## config.mk

```make
export PLATFORM = sky130hd
export DESIGN_NAME = serial_rx
export DESIGN_NICKNAME = d
export VERILOG_FILES = /design/src/rtl/uart_pkg.sv /design/src/rtl/sync2.sv /design/src/rtl/serial_rx.sv
export SDC_FILE = /design/constraint.sdc
export NUM_CORES = 1
export LEC_CHECK = 0
export CAP_MARGIN = 20
export CORE_MARGIN = 2
export CORE_UTILIZATION = 50
export DETAILED_ROUTE_END_ITERATION = 12
export PLACE_DENSITY = 0.8
export SYNTH_ARGS = -nofsm -noshare
export SYNTH_HDL_FRONTEND = slang
export SYNTH_SLANG_ARGS = --single-unit
```

## constraint.sdc

```tcl
create_clock -name clk -period 2.47 [get_ports clk]
set_input_delay 0.494 -clock clk [delete_from_list [all_inputs] [get_ports clk]]
set_output_delay 0.494 -clock clk [all_outputs]
set_load 0.02 [all_outputs]
```

## src/rtl/uart_pkg.sv

```systemverilog
// rtl/uart_pkg.sv - shared receiver state type and baud divisor helper
package uart_pkg;

    typedef enum logic [2:0] {
        IDLE,
        START,
        DATA,
        STOP,
        WAIT_HIGH
    } rx_state_t;

    // Rounded clk cycles per bit
    function automatic int calc_div(input int clk_hz, input int baud);
        return (clk_hz + baud / 2) / baud;
    endfunction

endpackage

```

## src/rtl/sync2.sv

```systemverilog
// rtl/sync2.sv - two-flop synchronizer, resets to 1 to match an idle-high line
module sync2 (
    input  logic clk,
    input  logic rst,
    input  logic d,
    output logic q
);

    logic meta;

    always_ff @(posedge clk) begin
        if (!rst) begin
            meta <= 1'b1;
            q    <= 1'b1;
        end else begin
            meta <= d;
            q    <= meta;
        end
    end

endmodule

```

## src/rtl/serial_rx.sv

```systemverilog
// rtl/serial_rx.sv - 8N1 UART receiver with byte strobe and framing-error pulse
// Optional macro SERIAL_RX_FRAME_CHECK_EN: discard frames whose stop bit is low.
module serial_rx
    import uart_pkg::*;
#(
    parameter int CLK_HZ = 27_000_000,
    parameter int BAUD   = 115_200
) (
    input  logic       clk,
    input  logic       rst,
    input  logic       rxd,
    output logic       flag,
    output logic [7:0] received_char,
    output logic       frame_err
);

    localparam int DIV = calc_div(CLK_HZ, BAUD);
    localparam int TW  = $clog2(DIV);
    localparam logic [TW-1:0] HALF_LOAD = TW'(DIV / 2 - 1);
    localparam logic [TW-1:0] FULL_LOAD = TW'(DIV - 1);

    rx_state_t     state, state_next;
    logic [TW-1:0] timer, timer_next;
    logic [2:0]    bit_idx, bit_idx_next;
    logic [7:0]    shift, shift_next;
    logic [7:0]    char_next;
    logic          flag_next, err_next;
    logic          rxd_s;
    logic          timer_zero;

    sync2 u_sync (
        .clk (clk),
        .rst (rst),
        .d   (rxd),
        .q   (rxd_s)
    );

    assign timer_zero = (timer == '0);

    always_ff @(posedge clk) begin
        if (!rst) begin
            state         <= IDLE;
            timer         <= '0;
            bit_idx       <= '0;
            shift         <= '0;
            received_char <= 8'h00;
            flag          <= 1'b0;
            frame_err     <= 1'b0;
        end else begin
            state         <= state_next;
            timer         <= timer_next;
            bit_idx       <= bit_idx_next;
            shift         <= shift_next;
            received_char <= char_next;
            flag          <= flag_next;
            frame_err     <= err_next;
        end
    end

    always_comb begin
        state_next   = state;
        timer_next   = timer;
        bit_idx_next = bit_idx;
        shift_next   = shift;
        char_next    = received_char;
        flag_next    = 1'b0;
        err_next     = 1'b0;

        case (state)
            IDLE: begin
                if (!rxd_s) begin
                    timer_next = HALF_LOAD;
                    state_next = START;
                end
            end
            START: begin
                // Re-check mid start bit so short glitches are ignored
                if (timer_zero) begin
                    if (rxd_s) begin
                        state_next = IDLE;
                    end else begin
                        timer_next   = FULL_LOAD;
                        bit_idx_next = 3'd0;
                        state_next   = DATA;
                    end
                end else begin
                    timer_next = timer - TW'(1);
                end
            end
            DATA: begin
                if (timer_zero) begin
                    shift_next   = {rxd_s, shift[7:1]};
                    timer_next   = FULL_LOAD;
                    bit_idx_next = bit_idx + 3'd1;
                    if (bit_idx == 3'd7) begin
                        state_next = STOP;
                    end
                end else begin
                    timer_next = timer - TW'(1);
                end
            end
            STOP: begin
                // Leave mid stop bit so a back-to-back start edge is not missed
                if (timer_zero) begin
                    if (rxd_s) begin
                        char_next  = shift;
                        flag_next  = 1'b1;
                        state_next = IDLE;
                    end else begin
                        err_next   = 1'b1;
`ifdef SERIAL_RX_FRAME_CHECK_EN
                        char_next  = received_char;
`else
                        char_next  = shift;
                        flag_next  = 1'b1;
`endif
                        state_next = WAIT_HIGH;
                    end
                end else begin
                    timer_next = timer - TW'(1);
                end
            end
            WAIT_HIGH: begin
                if (rxd_s) begin
                    state_next = IDLE;
                end
            end
            default: state_next = IDLE;
        endcase
    end

endmodule

```

# After elaboration in Yosys (flattened, before gate mapping)

Cells that the tools add are included.

Add/sub/neg operators: 2
$mul: 0
Div/mod/pow operators: 0
Order comparisons: 0
Equal/unequal tests: 14
Shift-type cells: 0
Multiplexer cells: 21
Bitwise gates (word level): 0
Reductions and logical operators: 11

Operators by type and width:

| operator            | number |
|---|---|
| $mux 8              | 5 |
| $pmux 8 s4          | 1 |
| $mux 3              | 10 |
| $pmux 3 s5          | 1 |
| $ne 2x2->1 const B  | 7 |
| $logic_not 8->1     | 1 |
| $reduce_and 4->1    | 2 |
| $sub 8x1->8 const B | 1 |
| $eq 3x2->1 const B  | 2 |
| $eq 3x3->1 const B  | 2 |
| $pmux 3 s2          | 1 |
| $reduce_and 2->1    | 3 |
| $reduce_and 6->1    | 1 |
| $reduce_bool 4->1   | 1 |
| $add 3x1->3 const B | 1 |
| $eq 3x1->1 const B  | 1 |
| $logic_not 3->1     | 1 |
| $ne 3x3->1 const B  | 1 |
| $reduce_and 3->1    | 1 |
| $mux 1              | 2 |
| $mux 2              | 1 |
| $ne 2x1->1 const B  | 1 |
| $reduce_bool 2->1   | 1 |

Register bits after elaboration: 34
Bits in latches: 0
Memory bits (writable): 0
Memory bits (read-only): 0
Input bits: 3
Output and inout port bits: 10
Word-level logic and storage cells: 57
Memories: 0

# Depth between registers and ports, before layout

Gate-level depths: netlist of run 1.

Word-level depth: 4
Gate-level depth with buffers: 8
Depth with buffers taken out: 6

# By module

From an unflattened synthesis of run 1, not the netlist that was laid out.

Cell total of the unflattened synthesis: 187
Area, all modules: 1632.8 sq um

Modules (own cells, without submodules):

| module    | instances | cells an instance | area each (sq um) | seq. area each (sq um) |
|---|---|---|---|---|
| serial_rx | 1         | 183               | 1580.3            | 640.6 |
| sync2     | 1         | 4                 | 52.6              | 40.0 |

# Least setup slack after synthesis of run 1

Ideal clock, no wire load.

Path kind: reg-to-reg
Start: register timer[0]
End: register received_char[0]
Library setup time: 0.128 ns
Data arrival time: 1.589 ns
Data required time: 2.342 ns
Slack: 0.754 ns
Cell stages (with the launch flop): 9
Path buffers: 2
Period minus slack after synthesis: 1.716 ns
Path through: dfxtp_1 -> inv_1 -> ha_1 -> nor3b_2 -> buf_2 -> nand3_1 -> buf_2 -> mux2i_1 -> nor2_1

Cells in the longest elaborated chain, start to end: 2

Ends and longest elaborated chain:

| what                       | line            | text |
|---|---|---|
| start, declared            | serial_rx.sv:23 | `logic [TW-1:0] timer, timer_next;` |
| start signal, assigned     | serial_rx.sv:51 | `timer <= timer_next;` |
| $logic_not 8->1            | serial_rx.sv:38 | `assign timer_zero = (timer == '0);` |
| $reduce_and 2->1 (no line) | -               |  |
| end signal, assigned       | serial_rx.sv:54 | `received_char <= char_next;` |
| end, declared              | serial_rx.sv:13 | `output logic [7:0] received_char,` |

No other way between the ends.
A chain may end at the register's enable or synchronous reset.

# Worst setup path in the final report of run 1

Start: register timer[0]
End: register shift[7]

Cells in the longest elaborated chain, start to end: 2

Ends and longest elaborated chain:

| what                       | line            | text |
|---|---|---|
| $logic_not 8->1            | serial_rx.sv:38 |  |
| $reduce_and 2->1 (no line) | -               |  |
| end signal, assigned       | serial_rx.sv:53 | `shift <= shift_next;` |
| end, declared              | serial_rx.sv:25 | `logic [7:0] shift, shift_next;` |

No other way between the ends.

==> results of run 1 <==
cell type report:
type                    instances  area, um^2
repair buffers                 16         150
fillers                       259        1250
multi-input cells             133         862
well taps                      44        55.1
clock inverters                 2        10.0
inverters                       8        30.0
flip-flops and latches         34         681
clock buffers                   5        37.5
worst paths after layout:
path                          start               endpoint  cells after the start
min          u_sync.meta$_SDFF_PN1_    u_sync.q$_SDFF_PN1_                      1
max reg2reg   timer[0]$_SDFFE_PN0P_  shift[7]$_SDFFE_PN0P_                      6
max           timer[0]$_SDFFE_PN0P_  shift[7]$_SDFFE_PN0P_                      6
min reg2reg  u_sync.meta$_SDFF_PN1_    u_sync.q$_SDFF_PN1_                      1
flip-flops by register name (all words and copies together), names as in the netlist:
register / flops
frame_err: 1
received_char: 8
u_sync.meta: 1
shift: 8
bit_idx: 3
u_sync.q: 1
flag: 1
timer: 8
state: 3
power breakdown:
part	total [mW]	leakage, nW	switching [mW]	internal [mW]
clock network	0.292	0.0308	0.190	0.102
logic	0.184	0.396	0.113	0.0711
registers	0.587	0.275	0.0252	0.562
routing by layer:
layer,GRT usage,part of all wire
met5,0,0
met2,0.342,0.48
met4,0.121,0.026
met1,0.283,0.41
met3,0.0651,0.082
critical path: stages, from the launching register on:
cell	delay (ns)
dfxtp_1	0.37
inv_1	0.14
ha_1	0.22
nor3b_2	0.67
and3_1	0.52
mux2i_1	0.23
nor2_1	0.05
cells by family after synthesis:
logic type / share of synthesized area
simple gates: 0.221
compound gates: 0.208
buf+inv: 0.0573
fa+ha+maj: 0.0306
flops: 0.416
mux: 0.0673
layout by cell type, fill, tap and decap left out, drive strengths merged, types with 3 or more instances in the layout:
master and count:
ha 4, buf 4, nor3 3, inv 8, nand3 7, a22oi 3
clkdlybuf4s50 12, clkbuf 5, a21oi 15, a31oi 3, mux2i 11, nor2 18
o32ai 4, nand2b 5, nand2 23, a211o 3, dfxtp 34
metrics by stage:
| stage | instance area, um^2 | total power, mW | util | cells |
|---|---|---|---|---|
| 2_1_floorplan | 1640 | 0.741 | - | 188 |
| 3_3_place_gp | 1780 | 0.765 | 0.578 | 235 |
| 3_5_place_dp | 1780 | 0.776 | 0.578 | 235 |
| 4_1_cts | 1830 | 1.06 | 0.593 | 242 |
| 5_1_grt | 1830 | 1.11 | 0.593 | 242 |
| 6_report | 1830 | 1.06 | 0.593 | 242 |
==> run metrics, run 1 <==
status finished, final reports clean; Yosys top cell area share 0.416; Die W 61.2 um; Post-CTS Resized 0; ANT cells 0; final WL ~3.7 mm; clock sink count 34; I/O Buffers 12; Rows 20; Area Overhead vs Synth 11.5%; worst clock skew between 0.015 and 0.02 ns; final setup TNS 0 ns; placer congestion estimate around 0.86; final net count between 200 and 250; TritonCTS clock tree built; post-synth top area cell dfxtp_1; share of layout cells above drive strength 1 0.0909; Leakage Power 0.702 nW; global-route wire length before repair approximately 6.1 mm; setup repair bufs after CTS 0; vias in the first global route 1,309; Hold/Removal Path Class flip-flop to flip-flop; Final WS setup roughly 0.15 ns; Synth async-reset ratio 0; CTS Hold Bufs 0; Worst-path clk slew roughly 0.11 ns; startpoint types flip-flop; clk root buf clkbuf_4; Primary FF master, synth dfxtp_1; total core area 3080 um^2; synth cell count leaders dfxtp_1 (34), nand2_1 (23), nor2_1 (18), a21oi_1 (15), mux2i_1 (11); P per Cell Area 582 nW/um^2; EDFF count, synth 0; Synth area leaders dfxtp_1 (42%), mux2i_1 (6.7%), nand2_1 (5.3%); #FFs+latches synth 34; MaxCap Viol Count 0; Worst-Margin Slew approximately 0.8 ns; CP max FO 14; post-synthesis cell type count 46; final hold slack 0.414 ns; post-layout minimum cycle time 2.32 ns; Starting Density 0.532; R2R Setup Slk 0.15 ns; fmax between 0.4 and 0.5 GHz; Crit path required time about 2.7 ns; post-place setup slack around 0.25 ns; Clock Path Buffers 2; WL per Instance between 15 and 20 um; final setup fails 0; synthesized instance count 188; Worst slew margin 0.477; Residual DRC 0; Synth Area per Inst ~8.7 um^2; Die ar. 3750 um^2; Seq/Total Area, Yosys 0.416; io pins 13; unrepaired setup endpoints after global routing no; most frequent cell after synthesis dfxtp_1; Final Hold Fails 0; H-Tree Depth 2; Data arrival, critical path between 2 and 3 ns; VDD IR max ~400 uV; Clk Latency, worst-skew pair between 0.3 and 0.4 ns; dpl hpwl around 2.5 mm; vias around 1,500; yosys warns 0; Synth Cell Area between 1500 and 2000 um^2; via/cell ratio around 6.1; CTS buffer count 5; 1st-pass router iterations 4; Global Route Usage Sum 0.223; Die H a little over 60 um; antenna-violating nets left 0; First DRT Iteration DRCs 95; Slew Limit Fails 0; Tcrit/Tclk final 0.939; initial antenna violation count 0; synthesized net count about 200; GR Overflow Total 0; CP endpoint kind flip-flop; critical path type flip-flop to flip-flop; largest net degree at the start of global routing 29
Note: power is estimated with default switching activity, not from simulation.
==> run 2: changes to the inputs <==
- CTS_CLUSTER_DIAMETER: not set -> 60
==> results of run 2 <==
Same layout as run 1: the final DEF is identical, and so are final timing and power.
==> run 3: changes to the inputs <==
- CORE_ASPECT_RATIO: not set -> 1.75
==> run 3 against run 2 <==
  * Utilization increased by 0.63 points
  * Combinational power about the same
  * Global-route usage increased by 0.85 points
  * Setup slack improved by 0.29 ns
  * Register-to-register slack improved by 0.29 ns
  * Flip-flop and latch count unchanged
  * Worst hold slack improved by 0.0043 ns
  * Clock power increased by 44%
  * Via count decreased by 2.2%
  * Final area increased by 3.2%
  * Critical path type unchanged
  * Largest power group unchanged
==> run metrics, run 3 (synthesis results as in run 1) <==
vias 1,445 (-2.2%); Comb pwr share 0.155 (-0.018); global-route wire length before repair 6.40 mm (+5.2%); CP endpoint kind flip-flop; Starting Density 0.521 (-0.0108); via/cell ratio 5.92 (-3.0%); fmax 0.494 GHz (+14%); Largest regs received_char (8), shift (8), timer (8); share of layout cells above drive strength 1 0.0995 (+0.00859); sw power 0.328 mW (+0.20%); total core area 3140 um^2 (+2.1%); Final Hold Fails 0 (unchanged); TritonCTS clock tree built; antenna-violating nets left 0 (unchanged); GR Overflow Total 0 (unchanged); R2R Setup Slk 0.44 ns (+0.29 ns); Global Route Usage Sum 0.232 (+0.00851); Residual DRC 0 (unchanged); largest net degree at the start of global routing 29 (unchanged); Hold/Removal Path Class flip-flop to flip-flop; critical path type flip-flop to flip-flop; R2R cell count 6 (unchanged); grt met3 use 0.0498 (-0.0154); Clk pwr share 0.353 (+0.078); 1st-pass router iterations 5 (+1); Die H 79.7 um (+30%); MaxCap Viol Count 0 (unchanged); Worst slew margin 0.582 (+0.105); Leakage Power 0.729 nW (+3.9%); CTS Hold Bufs 0 (unchanged); Pint 0.863 mW (+17%); most frequent cells in the layout dfxtp_1 (34), nand2_1 (23), nor2_1 (18), a21oi_1 (15), clkdlybuf4s50_1 (12); final WL 3.65 mm (-1.1%); RR Startpoint timer[0]$_SDFFE_PN0P_; sequential cell area 681 um^2 (unchanged); Rows 27 (+35%); Sequential Power Share 0.493 (-0.060); startpoint types flip-flop; placer congestion estimate 0.934 (+8.9%); final setup fails 0 (unchanged); Data arrival, critical path 2.19 ns (-0.35 ns); max incr delay on CP 0.47 ns (-0.20 ns); status finished, final reports clean; Clock Path Buffers 2 (unchanged); post-layout minimum cycle time 2.03 ns (-0.293 ns); Clk Latency, worst-skew pair 0.29 ns (-0.06 ns); ANT cells 0 (unchanged); clock sink count 34 (unchanged); met2 usage 0.365 (+0.0229); final net count 207 (+0.98%); Crit path required time 2.63 ns (-0.07 ns); unrepaired setup endpoints after global routing no; WL per Instance 15.0 um (-1.9%); Setup crit end timer[2]$_SDFFE_PN0P_; First DRT Iteration DRCs 58 (-39%); Final WS setup 0.445 ns (+0.293 ns); setup repair bufs after CTS 0 (unchanged); r2r endpoint timer[2]$_SDFFE_PN0P_; VDD IR max 566 uV (+39%); vias in the first global route 1,384 (+5.7%); Worst-path clk slew 0.07 ns (-0.04 ns); io pins 13 (unchanged); Pwr Total 1.19 mW (+12%); initial antenna violation count 0 (unchanged); worst clock skew 0.00778 ns (-0.00752 ns); Filler Cells Inserted 279 (+7.7%); dpl hpwl 2.52 mm (-0.58%); final setup TNS 0 ns (unchanged); CP max FO 9 (-5); P per Cell Area 632 nW/um^2 (+8.6%); Die W 47.2 um (-23%); CTS buffer count 5 (unchanged); M1 GR Usage 0.279 (-0.00432); Top Usage Layer GRT met2; CP cell instances inv_1 -> ha_1 -> nor3b_2 -> a21o_1 -> and2_1 -> o32ai_1; clk root buf clkbuf_8; commonest non-fill, non-tap cell in the layout dfxtp_1; master of the slowest instance on the critical path nor3b_2; Post-CTS Resized 0 (unchanged); Area Overhead vs Synth 15.1%; Die ar. 3760 um^2 (+0.48%); H-Tree Depth 2 (unchanged); I/O Buffers 12 (unchanged); Worst-Margin Slew 0.622 ns (-0.159 ns); area of the multi-input gates 862 um^2 (unchanged); post-place setup slack 0.500 ns (+0.251 ns); Slew Limit Fails 0 (unchanged); Hold Crit Start u_sync.meta$_SDFF_PN1_; Worst Setup SP timer[0]$_SDFFE_PN0P_; switching fraction of total power 0.276 (-0.0325); Tcrit/Tclk final 0.820 (-0.119)
==> run 3: cell types whose count changed in the layout (fill, tap and decap cells not counted), sizes merged <==
cell | before | now
clkbuf | 5 | 7
buf | 4 | 6
clkinv | 2 | 1
==> run 3: worst min path at each step <==
stage	end	cells after the start
2_1_floorplan	u_sync.q$_SDFF_PN1_	1
3_3_place_gp	u_sync.q$_SDFF_PN1_	1
3_5_place_dp	u_sync.q$_SDFF_PN1_	1
6_report	u_sync.q$_SDFF_PN1_	1
5_1_grt	u_sync.q$_SDFF_PN1_	1
4_1_cts	u_sync.q$_SDFF_PN1_	1
==> run 3: power by group through the flow <==
stage,Sequential (mW),Clock [mW],Combinational [mW]
after floorplan,0.590,0,0.151
after global routing,0.590,0.446,0.202
after CTS,0.586,0.430,0.182
after detailed placement,0.598,0,0.179
final,0.587,0.420,0.184
after global placement,0.597,0,0.176
==> run 3: per-stage QoR <==
stage | hold slack, ns | cells | utilization | area, um^2
detailed placement | 0.401 | 236 | 0.570 | 1790
finish | 0.418 | 244 | 0.599 | 1880
CTS | 0.423 | 244 | 0.599 | 1880
floorplan | 0.386 | 188 | - | 1640
global placement | 0.403 | 236 | 0.570 | 1790
global route | 0.450 | 244 | 0.599 | 1880
==> run 3: per-layer routing <==
| metal | vias to the layer above | part of all wire |
|---|---|---|
| li1 | 702 | - |
| met4 | 0 | 0.031 |
| met1 | 680 | 0.38 |
| met5 | - | 0 |
| met3 | 12 | 0.049 |
| met2 | 51 | 0.54 |
==> run 3: cell type report <==
cell class	instances	area share
Multi-Input combinational cell	133	0.458
Sequential cell	34	0.361
Timing Repair Buffer	18	0.0877
Clock buffer	7	0.0458
Tap cell	43	0.0286
Inverter	8	0.0159
Clock inverter	1	0.00266
==> run 3: worst max-delay path, delay by kind of cell (launching register included) <==
family / cells / cell delay (ns)
AO/OA/AOI/OAI: 2 / 0.49
adder cells (fa/ha/maj): 1 / 0.19
buffers and inverters: 1 / 0.13
flip-flops: 1 / 0.35
AND/OR/NAND/NOR: 2 / 0.75
